[config.mk]
export PLATFORM = sky130hd
export DESIGN_NAME = rlc_filter_mc_flat
export DESIGN_NICKNAME = d
export VERILOG_FILES = /design/src/rtl/rlc_filter_pkg.sv /design/src/rtl/rlc_filter_mc_if.sv /design/src/rtl/rlc_mac3.sv /design/src/rtl/rlc_filter_mc.sv /design/src/flat_wrapper.sv
export SDC_FILE = /design/constraint.sdc
export NUM_CORES = 2
export LEC_CHECK = 0
export ABC_AREA = 1
export CAP_MARGIN = 20
export CELL_PAD_IN_SITES_DETAIL_PLACEMENT = 2
export CELL_PAD_IN_SITES_GLOBAL_PLACEMENT = 2
export CORE_AREA = 2 2 444 446
export CTS_CLUSTER_SIZE = 14
export DETAILED_ROUTE_END_ITERATION = 8
export DIE_AREA = 0 0 446 448
export PLACE_DENSITY_LB_ADDON = 0.1
export SYNTH_ARGS = -nofsm -noshare
export SYNTH_HDL_FRONTEND = slang
export SYNTH_HIERARCHICAL = 1
export SYNTH_SLANG_ARGS = --single-unit
export TNS_END_PERCENT = 30
[constraint.sdc]
create_clock -name clk -period 8.37 [get_ports clk]
set_clock_uncertainty 0.05 [all_clocks]
set_input_delay 1.674 -clock clk [delete_from_list [all_inputs] [get_ports clk]]
set_output_delay 1.674 -clock clk [all_outputs]
set_load 0.01 [all_outputs]
[src/rtl/rlc_filter_pkg.sv]
// Shared types, coefficient addresses and fixed-point helpers for the
// multi-channel second-order state-space filter.
package rlc_filter_pkg;

  // Serial controller: one accept cycle followed by two MAC cycles.
  typedef enum logic [1:0] {
    IDLE  = 2'd0,
    CALC1 = 2'd1,
    CALC2 = 2'd2
  } state_t;

  // Coefficient register map; addresses 6 and 7 are unused.
  localparam logic [2:0] CFG_A11 = 3'd0;
  localparam logic [2:0] CFG_A12 = 3'd1;
  localparam logic [2:0] CFG_A21 = 3'd2;
  localparam logic [2:0] CFG_A22 = 3'd3;
  localparam logic [2:0] CFG_B1  = 3'd4;
  localparam logic [2:0] CFG_B2  = 3'd5;
  localparam int NUM_COEF = 6;

  // Container width for the saturating helper; wide enough for any
  // accumulator of 2*WIDTH+2 bits with WIDTH up to 31.
  localparam int ACC_W = 64;

  // Arithmetic right shift (floor) followed by saturation to a signed
  // range of 'width' bits. Result is returned sign-extended to ACC_W.
  function automatic logic signed [ACC_W-1:0] sat_shift(
    input logic signed [ACC_W-1:0] acc,
    input int                      frac,
    input int                      width
  );
    logic signed [ACC_W-1:0] shifted;
    logic signed [ACC_W-1:0] max_v;
    logic signed [ACC_W-1:0] min_v;
    shifted = acc >>> frac;
    max_v   = (64'sd1 <<< (width - 1)) - 64'sd1;
    min_v   = -max_v - 64'sd1;
    if (shifted > max_v) begin
      sat_shift = max_v;
    end else if (shifted < min_v) begin
      sat_shift = min_v;
    end else begin
      sat_shift = shifted;
    end
  endfunction

endpackage

[src/rtl/rlc_filter_mc_if.sv]
// Sample, clear, coefficient and result signals of the filter bundled
// into one interface. The master side is the sample source/consumer.
interface rlc_filter_mc_if #(
  parameter int NUM_CH = 4,
  parameter int WIDTH  = 18
);
  localparam int CH_W = (NUM_CH > 1) ? $clog2(NUM_CH) : 1;

  logic                     in_valid;
  logic                     in_ready;
  logic [CH_W-1:0]          in_ch;
  logic signed [WIDTH-1:0]  in_data;

  logic                     clr_valid;
  logic [CH_W-1:0]          clr_ch;

  logic                     cfg_we;
  logic [2:0]               cfg_addr;
  logic signed [WIDTH-1:0]  cfg_data;

  logic                     out_valid;
  logic [CH_W-1:0]          out_ch;
  logic signed [WIDTH-1:0]  out_data;
  logic signed [WIDTH-1:0]  out_aux;

  modport master (
    output in_valid, in_ch, in_data, clr_valid, clr_ch,
    output cfg_we, cfg_addr, cfg_data,
    input  in_ready, out_valid, out_ch, out_data, out_aux
  );

  modport slave (
    input  in_valid, in_ch, in_data, clr_valid, clr_ch,
    input  cfg_we, cfg_addr, cfg_data,
    output in_ready, out_valid, out_ch, out_data, out_aux
  );

endinterface

[src/rtl/rlc_mac3.sv]
// Combinational three-term signed multiply-accumulate with a floor shift
// by FRAC and saturation back to WIDTH bits. Products are full width and
// the sum carries two guard bits, so nothing overflows before saturation.
module rlc_mac3 #(
  parameter int WIDTH = 18,
  parameter int FRAC  = 12
) (
  input  logic signed [WIDTH-1:0] coef [3],
  input  logic signed [WIDTH-1:0] opnd [3],
  output logic signed [WIDTH-1:0] y
);
  import rlc_filter_pkg::*;

  localparam int PROD_W = 2 * WIDTH;
  localparam int SUM_W  = 2 * WIDTH + 2;

  logic signed [PROD_W-1:0] prod [3];
  logic signed [SUM_W-1:0]  sum;
  logic signed [ACC_W-1:0]  sat_full;

  for (genvar gi = 0; gi < 3; gi++) begin : g_prod
    assign prod[gi] = PROD_W'(coef[gi]) * PROD_W'(opnd[gi]);
  end

  // Accumulate the three products, then shift and clamp.
  always_comb begin
    sum      = SUM_W'(prod[0]) + SUM_W'(prod[1]) + SUM_W'(prod[2]);
    sat_full = sat_shift(ACC_W'(sum), FRAC, WIDTH);
    y        = sat_full[WIDTH-1:0];
  end

endmodule

[src/rtl/rlc_filter_mc.sv]
// Multi-channel second-order state-space filter. Each channel keeps an
// inductor current x1 and capacitor voltage x2; one accepted sample runs
// x[k+1] = A*x[k] + B*u[k] over two cycles through a single shared MAC.
module rlc_filter_mc #(
  parameter int NUM_CH = 4,
  parameter int WIDTH  = 18,
  parameter int FRAC   = 12
) (
  input logic           clk,
  input logic           rst,
  rlc_filter_mc_if.slave bus
);
  import rlc_filter_pkg::*;

  localparam int CH_W = (NUM_CH > 1) ? $clog2(NUM_CH) : 1;
  // One extra bit so the range test also works when NUM_CH is a power of 2.
  localparam logic [CH_W:0] NUM_CH_L = (CH_W + 1)'(NUM_CH);

  state_t state_reg, state_next;

  logic signed [WIDTH-1:0] coef_reg [NUM_COEF];
  logic signed [WIDTH-1:0] snap_reg [NUM_COEF];
  logic signed [WIDTH-1:0] x1_mem   [NUM_CH];
  logic signed [WIDTH-1:0] x2_mem   [NUM_CH];

  logic signed [WIDTH-1:0] u_reg, x1_reg, x2_reg, x1n_reg;
  logic [CH_W-1:0]         ch_reg;
  logic                    ch_ok_reg;

  logic                    out_valid_reg;
  logic [CH_W-1:0]         out_ch_reg;
  logic signed [WIDTH-1:0] out_data_reg, out_aux_reg;

  logic                    in_ready, accept, clr_hit, in_ok, clr_ok, wr_en;
  logic signed [WIDTH-1:0] mac_coef [3];
  logic signed [WIDTH-1:0] mac_opnd [3];
  logic signed [WIDTH-1:0] mac_y;

  assign in_ok  = {1'b0, bus.in_ch}  < NUM_CH_L;
  assign clr_ok = {1'b0, bus.clr_ch} < NUM_CH_L;
  assign wr_en  = (state_reg == CALC2) && ch_ok_reg;

  // Next-state, handshake and MAC operand selection.
  always_comb begin
    state_next  = state_reg;
    in_ready    = 1'b0;
    accept      = 1'b0;
    clr_hit     = 1'b0;
    mac_coef[0] = snap_reg[CFG_A11];
    mac_coef[1] = snap_reg[CFG_A12];
    mac_coef[2] = snap_reg[CFG_B1];
    mac_opnd[0] = x1_reg;
    mac_opnd[1] = x2_reg;
    mac_opnd[2] = u_reg;
    case (state_reg)
      IDLE: begin
        in_ready = !bus.clr_valid;
        if (bus.clr_valid) begin
          clr_hit = clr_ok;
        end else if (bus.in_valid) begin
          accept     = 1'b1;
          state_next = CALC1;
        end
      end
      CALC1: state_next = CALC2;
      CALC2: begin
        mac_coef[0] = snap_reg[CFG_A21];
        mac_coef[1] = snap_reg[CFG_A22];
        mac_coef[2] = snap_reg[CFG_B2];
        state_next  = IDLE;
      end
      default: state_next = IDLE;
    endcase
  end

  // FSM state register; reset aborts any computation in flight.
  always_ff @(posedge clk) begin
    if (rst) state_reg <= IDLE;
    else     state_reg <= state_next;
  end

  rlc_mac3 #(.WIDTH(WIDTH), .FRAC(FRAC)) u_mac (
    .coef (mac_coef),
    .opnd (mac_opnd),
    .y    (mac_y)
  );

  // Coefficient registers are writable in any state.
  for (genvar gi = 0; gi < NUM_COEF; gi++) begin : g_coef
    // Write one coefficient when its address is strobed.
    always_ff @(posedge clk) begin
      if (rst) begin
        coef_reg[gi] <= '0;
      end else if (bus.cfg_we && bus.cfg_addr == 3'(gi)) begin
        coef_reg[gi] <= bus.cfg_data;
      end
    end
  end

  // Per-channel state; a clear only happens in IDLE, so it never races
  // the write-back of the channel in flight.
  for (genvar gi = 0; gi < NUM_CH; gi++) begin : g_state
    // Clear or write back the two states of one channel.
    always_ff @(posedge clk) begin
      if (rst) begin
        x1_mem[gi] <= '0;
        x2_mem[gi] <= '0;
      end else if (clr_hit && bus.clr_ch == CH_W'(gi)) begin
        x1_mem[gi] <= '0;
        x2_mem[gi] <= '0;
      end else if (wr_en && ch_reg == CH_W'(gi)) begin
        x1_mem[gi] <= x1n_reg;
        x2_mem[gi] <= mac_y;
      end
    end
  end

  // Operand capture on accept, x1n in CALC1, result registers in CALC2.
  always_ff @(posedge clk) begin
    if (rst) begin
      u_reg         <= '0;
      x1_reg        <= '0;
      x2_reg        <= '0;
      x1n_reg       <= '0;
      ch_reg        <= '0;
      ch_ok_reg     <= 1'b0;
      out_valid_reg <= 1'b0;
      out_ch_reg    <= '0;
      out_data_reg  <= '0;
      out_aux_reg   <= '0;
      for (int i = 0; i < NUM_COEF; i++) snap_reg[i] <= '0;
    end else begin
      out_valid_reg <= 1'b0;
      if (accept) begin
        u_reg     <= bus.in_data;
        ch_reg    <= bus.in_ch;
        ch_ok_reg <= in_ok;
        x1_reg    <= in_ok ? x1_mem[bus.in_ch] : '0;
        x2_reg    <= in_ok ? x2_mem[bus.in_ch] : '0;
        for (int i = 0; i < NUM_COEF; i++) snap_reg[i] <= coef_reg[i];
      end
      if (state_reg == CALC1) begin
        x1n_reg <= mac_y;
      end
      if (wr_en) begin
        out_valid_reg <= 1'b1;
        out_ch_reg    <= ch_reg;
        out_data_reg  <= mac_y;
        out_aux_reg   <= x1n_reg;
      end
    end
  end

  assign bus.in_ready  = in_ready;
  assign bus.out_valid = out_valid_reg;
  assign bus.out_ch    = out_ch_reg;
  assign bus.out_data  = out_data_reg;
  assign bus.out_aux   = out_aux_reg;

endmodule

[src/flat_wrapper.sv]
// flat-port wrapper written by rule: the top's interface ports become plain ports
module rlc_filter_mc_flat import rlc_filter_pkg::*;
#(
  parameter int NUM_CH = 4,
  parameter int WIDTH  = 18,
  parameter int FRAC   = 12
)
  (clk, rst, bus_in_valid, bus_in_ch, bus_in_data, bus_clr_valid, bus_clr_ch, bus_cfg_we, bus_cfg_addr, bus_cfg_data, bus_in_ready, bus_out_valid, bus_out_ch, bus_out_data, bus_out_aux);
  rlc_filter_mc_if #(.NUM_CH(NUM_CH), .WIDTH(WIDTH)) bus_i ();
  input logic clk;
  input logic rst;
  input wire logic [$bits(bus_i.in_valid)-1:0] bus_in_valid;
  input wire logic [$bits(bus_i.in_ch)-1:0] bus_in_ch;
  input wire logic [$bits(bus_i.in_data)-1:0] bus_in_data;
  input wire logic [$bits(bus_i.clr_valid)-1:0] bus_clr_valid;
  input wire logic [$bits(bus_i.clr_ch)-1:0] bus_clr_ch;
  input wire logic [$bits(bus_i.cfg_we)-1:0] bus_cfg_we;
  input wire logic [$bits(bus_i.cfg_addr)-1:0] bus_cfg_addr;
  input wire logic [$bits(bus_i.cfg_data)-1:0] bus_cfg_data;
  output wire logic [$bits(bus_i.in_ready)-1:0] bus_in_ready;
  output wire logic [$bits(bus_i.out_valid)-1:0] bus_out_valid;
  output wire logic [$bits(bus_i.out_ch)-1:0] bus_out_ch;
  output wire logic [$bits(bus_i.out_data)-1:0] bus_out_data;
  output wire logic [$bits(bus_i.out_aux)-1:0] bus_out_aux;
  assign bus_i.in_valid = bus_in_valid;
  assign bus_i.in_ch = bus_in_ch;
  assign bus_i.in_data = bus_in_data;
  assign bus_i.clr_valid = bus_clr_valid;
  assign bus_i.clr_ch = bus_clr_ch;
  assign bus_i.cfg_we = bus_cfg_we;
  assign bus_i.cfg_addr = bus_cfg_addr;
  assign bus_i.cfg_data = bus_cfg_data;
  assign bus_in_ready = bus_i.in_ready;
  assign bus_out_valid = bus_i.out_valid;
  assign bus_out_ch = bus_i.out_ch;
  assign bus_out_data = bus_i.out_data;
  assign bus_out_aux = bus_i.out_aux;
  rlc_filter_mc #(.NUM_CH(NUM_CH), .WIDTH(WIDTH), .FRAC(FRAC)) u_core (.clk(clk), .rst(rst), .bus(bus_i));
endmodule
Word-level counts from Yosys, hierarchy flattened
Memories as Yosys holds them, arrays and structs flattened. A register that Yosys moved wholly into a read port is not among the register bits.
Index checks and enable logic that the tools add are counted.
{"block": "word_totals", "ff_bits": 80, "latchBits": 0, "ram_bits": 360, "rom_bits": 0, "in_bits": 48, "out_inout_bits": 40, "memories": 4}
{"memory": "u_core.coef_reg", "words": 6, "word_bits": 18, "rd": 6, "rd_ports_with_merged_regs": 0, "write_ports": 6, "line": "rlc_filter_mc.sv:21", "source": "logic signed [WIDTH-1:0] coef_reg [NUM_COEF];"}
{"memory": "u_core.snap_reg", "words": 6, "word_bits": 18, "rd": 6, "rd_ports_with_merged_regs": 0, "write_ports": 6, "line": "rlc_filter_mc.sv:22", "source": "logic signed [WIDTH-1:0] snap_reg [NUM_COEF];"}
{"memory": "u_core.x1_mem", "words": 4, "word_bits": 18, "rd": 1, "rd_ports_with_merged_regs": 1, "write_ports": 4, "line": "rlc_filter_mc.sv:23", "source": "logic signed [WIDTH-1:0] x1_mem [NUM_CH];"}
{"memory": "u_core.x2_mem", "words": 4, "word_bits": 18, "rd": 1, "rd_ports_with_merged_regs": 1, "write_ports": 4, "line": "rlc_filter_mc.sv:24", "source": "logic signed [WIDTH-1:0] x2_mem [NUM_CH];"}
{"block": "classes", "add_sub_neg": 2, "n_mul": 3, "div": 0, "order_cmp": 2, "n_eq_ne": 15, "shift": 0, "muxes": 92, "n_bitwise": 28, "reduce_logical": 21}
{"op": "$mux W18", "n": 30}
{"op": "$mul A18 B18 Y36", "n": 3}
{"op": "$mux W1", "n": 58}
{"op": "$mux W54", "n": 1}
{"op": "$add A37 B36 Y38", "n": 1}
{"op": "$add A36 B36 Y37", "n": 1}
{"op": "$or A1 B1 Y1", "n": 28}
{"op": "$gt A26 B18 Y1 const B", "n": 1}
{"op": "$lt A26 B18 Y1 const B", "n": 1}
{"op": "$logic_and A1 B1 Y1", "n": 15}
{"op": "$eq A2 B2 Y1 const B", "n": 5}
{"op": "$eq A2 B1 Y1 const B", "n": 3}
{"op": "$eq A3 B2 Y1 const B", "n": 2}
{"op": "$eq A3 B3 Y1 const B", "n": 2}
{"op": "$logic_not A2 Y1", "n": 3}
{"op": "$mux W2", "n": 2}
{"op": "$ne A2 B2 Y1 const B", "n": 2}
{"op": "$pmux W2 S2", "n": 1}
{"op": "$eq A3 B1 Y1 const B", "n": 1}
{"op": "$logic_not A3 Y1", "n": 1}
{"op": "$reduce_and A2 Y1", "n": 1}
{"op": "$logic_not A1 Y1", "n": 1}

Depth between registers and ports, before layout
{"block": "depth", "word_depth": 9, "mapped_depth": 46, "depth_no_buf": 42}

Cells and area by module
Netlist, hierarchy kept.
{"module": "rlc_mac3", "instances": 1, "cells_per_inst": 4689, "area_per_inst_um2": 38490.7, "seq_area_each_um2": 0.0}
{"module": "rlc_filter_mc", "instances": 1, "cells_per_inst": 2042, "area_per_inst_um2": 19663.9, "seq_area_each_um2": 13132.6}

Least setup slack after synthesis
OpenSTA, ideal clock, no wires.
{"block": "synth_timing", "path_type": "register to register", "startpoint": "reg u_core.state_reg[1]", "endpoint": "mem u_core.x2_mem[0][10] (data pin)", "setup_time_ns": 0.256, "t_arrival_ns": 8.578, "required_time_ns": 8.064, "slack_ns": -0.514, "stages_incl_launch_ff": 35, "period_less_slack_ns": 8.884, "path_cell_list": "dfxtp_1 > inv_1 > nor2_4 > clkbuf_1 > nand2_1 > nand2_1 > clkbuf_1 > clkbuf_1 > nand2_1 > inv_1 > fa_1 > fa_1 > fa_1 > fa_1 > fa_1 > fa_1 > fa_1 > fa_1 > inv_1 > fa_1 > inv_1 > ha_1 > a21oi_1 > a21boi_0 > nor3_1 > nor3_1 > nand3b_2 > nand2_2 > and2_1 > nand2_1 > nand2_4 > buf_8 > nand2_1 > inv_1 > nor2_1"}
{"item": "start, declared", "line": "rlc_filter_mc.sv:19", "source": "state_t state_reg, state_next;"}
{"item": "start signal, assigned", "line": "rlc_filter_mc.sv:79", "source": "else state_reg <= state_next;"}
{"item": "end, declared", "line": "rlc_filter_mc.sv:24"}

==> flow_metrics.py <==
metrics = {
    "status": {
        "status": "finished, violations left",
        "violations": "setup timing",
    },
    "yosys": {
        "synth_seq_area_share": 0.226,
        "synth_cells": 6731,
        "synth.net_count": 8125,
        "synth_seq_cells": 476,
        "ys.flop_type": "edfxtp_1",
        "synth_edf_count": 360,
        "netlist_area_sq_mm": 0.0582,
        "yosys_warnings": 6,
        "synth_cell_types": 48,
        "synth-async-reset-ratio": 0,
        "avgSynthCellArea_sq_um": 8.64,
    },
    "final_layout": {
        "final_core_util": 0.367,
        "areaGrowthSynthToFinish_pct": 22.9,
        "fill_cells": 21400,
        "final_common_cell": "inv_1",
        "mostFrequentLayoutCells": "inv_1 (1979), nand2_1 (1480), fa_1 (1056)",
        "fin_cells": 9801,
        "fin_nets": 8605,
        "drive_gt1_frac": 0.166,
        "finish.instance_area_sq_mm": 0.0715,
    },
    "run": {
        "cap_violations": 0,
    },
    "drt": {
        "drtPass1Iterations": 5,
        "routed_wl_mm": 218,
        "wire_per_inst_microns": 22.2,
        "drc_errors": 0,
        "viasPerCell": 4.43,
        "via_count": 43400,
        "ant_nets": 0,
        "first_iter_violations": 1600,
    },
    "critical_path": {
        "cp-start-kind": "flop",
        "crit_arrival_ps": 9360,
        "cpPeakStageDelay_ps": 680,
        "critPathTopFamily": "adder cells",
        "crit_path_frequent_cell": "fa_1",
        "cp.buffers_inverters": 14,
        "endpoint_kind": "flop",
        "cp_slowest_cell": "fa_2",
        "crit_required_ps": 8830,
        "path_class": "flop to flop",
        "crit_fanout": 8,
    },
    "cts": {
        "cts_buffer_depth": 3,
        "htree_levels": 2,
        "clkTransAtPathRegs_ps": 60,
        "cts.sinks": 476,
        "cts_buffers": 57,
        "cts_tree": "built",
        "root_buffer": "clkbuf_16",
        "holdBufCountCts": 0,
        "clk_latency_ps": 700,
    },
    "placed_design": {
        "gp_congestion": 0.837,
        "dpl_cell_area_sq_mm": 0.0668,
        "pre_cts_slack_ps": -1420,
        "numPortBuffers": 87,
        "dpl.cell_count": 9615,
        "hpwlAfterDp_mm": 180,
    },
    "power": {
        "finalPower_w": 0.0222,
        "peakVddDrop_mv": 0.428,
        "powerDensity_mw_per_mm2": 310,
        "p_leak_nw": 37.5,
    },
    "floorplanning": {
        "core_sq_mm": 0.195,
        "die_x_microns": 446,
        "die_h_microns": 448,
        "start_util": 0.299,
        "std_cell_rows": 162,
        "pin_count": 88,
        "die_area_sq_mm": 0.200,
    },
    "global_routing": {
        "grt_pass1_wl_mm": 330,
        "grt.total_usage": 0.223,
        "grt.overflow.total": 0,
        "grt_max_degree": 79,
        "antenna_found_initial": 5,
        "grt_pass1_vias": 51400,
    },
    "timing": {
        "setup_viol": 108,
        "timing.final.crit_share": 1.06,
        "fmax_ghz": 0.112,
        "maxSlewViolCount": 0,
        "worstMarginPinSlew_ps": 1080,
        "rsz0062_at_grt": "true",
        "hold_viol": 0,
        "setup_slack_ps": -530,
        "max_slew_margin": 0.282,
        "fin_crit_ps": 8900,
    },
    "min_path": {
        "hp-class": "flop to flop",
    },
}
==> per-layer routing <==
layer / vias to the layer above / global-route usage / routed length [microns]
met2: 402 / 0.397 / 109000
met1: 23100 / 0.303 / 99600
met4: 0 / 0.0373 / 3880
met3: 157 / 0.0131 / 5340
met5: - / 0 / 0
li1: 19800 / - / -
==> Yosys cell counts, drive strengths merged, types with 3 or more instances <==
cell type  count  area share
edfxtp       360        0.19
nor2         524       0.035
inv         2064        0.13
ha           209       0.045
xor2          22      0.0033
nand3b         3     0.00045
dfxtp        116       0.040
nand3        164       0.015
clkinv         3     0.00019
fa          1137        0.39
nand4         11      0.0032
o21bai        10      0.0013
clkbuf       226       0.015
a21oi         59      0.0051
nand2       1599        0.10
xnor2         15      0.0023
nor3           8      0.0011
o21ai         72      0.0063
a21o           3     0.00039
a31oi          6     0.00065
buf           92      0.0088
or2           17      0.0018
==> what timing repair did <==
item	CTS	global route
buffers inserted	42	25
pin swaps	154	166
setup endpoints to repair	108	108
gates resized for setup	344	202
gates cloned	6	8
==> tightest hold or removal path: cells and delay by family (launching register included) <==
family | cells | cell delay, ps
DFF | 1 | 320
and+or+nand+nor | 1 | 90
buffers and inverters | 1 | 40
==> area by class of cell <==
type,count,area [sq um],area share
Clock buffer,68,1490,0.0208
Inverter,2067,7810,0.109
Antenna cell,3,7.51,0.000105
Tap cell,2542,3180,0.0445
Multi-Input combinational cell,3874,37500,0.526
Clock inverter,36,483,0.00676
Sequential cell,476,13100,0.184
Timing Repair Buffer,735,7800,0.109
==> kinds of logic after synthesis <==
| kind of cell | count (synthesis) | synth area share |
|---|---|---|
| flops | 476 | 0.226 |
| fa+ha+maj | 1346 | 0.436 |
| xor+xnor | 37 | 0.00557 |
| buf+inv | 2385 | 0.157 |
| compound gates | 154 | 0.0142 |
| simple gates | 2333 | 0.161 |
==> path summary, 6_finish.rpt <==
path | from | to | slack [ps] | cells past startpoint
setup / recovery | u_core/state_reg[1] | u_core/x2_mem[3][11] | -530 | 39
hold / removal | u_core/coef_reg[0][4] | u_core/snap_reg[0][4] | 430 | 2
setup reg to reg | u_core/state_reg[1] | u_core/x2_mem[3][11] | -530 | 39
hold reg to reg | u_core/coef_reg[0][4] | u_core/snap_reg[0][4] | 430 | 2
==> report_power, final <==
part / switching, W / internal [W]
combinational: 0.00989 / 0.00691
clock: 0.00109 / 0.00155
sequential: 0.0000579 / 0.00267
total: 0.0110 / 0.0111
==> through the flow <==
stage,hold WS [ps],TNS [ps]
floorplan,395,0
global placement,412,-112140
detailed placement,420,-117230
CTS,424,-46760
global route,458,-82020
finish,429,-48470
No activity file was read; power rests on OpenSTA's default activity.
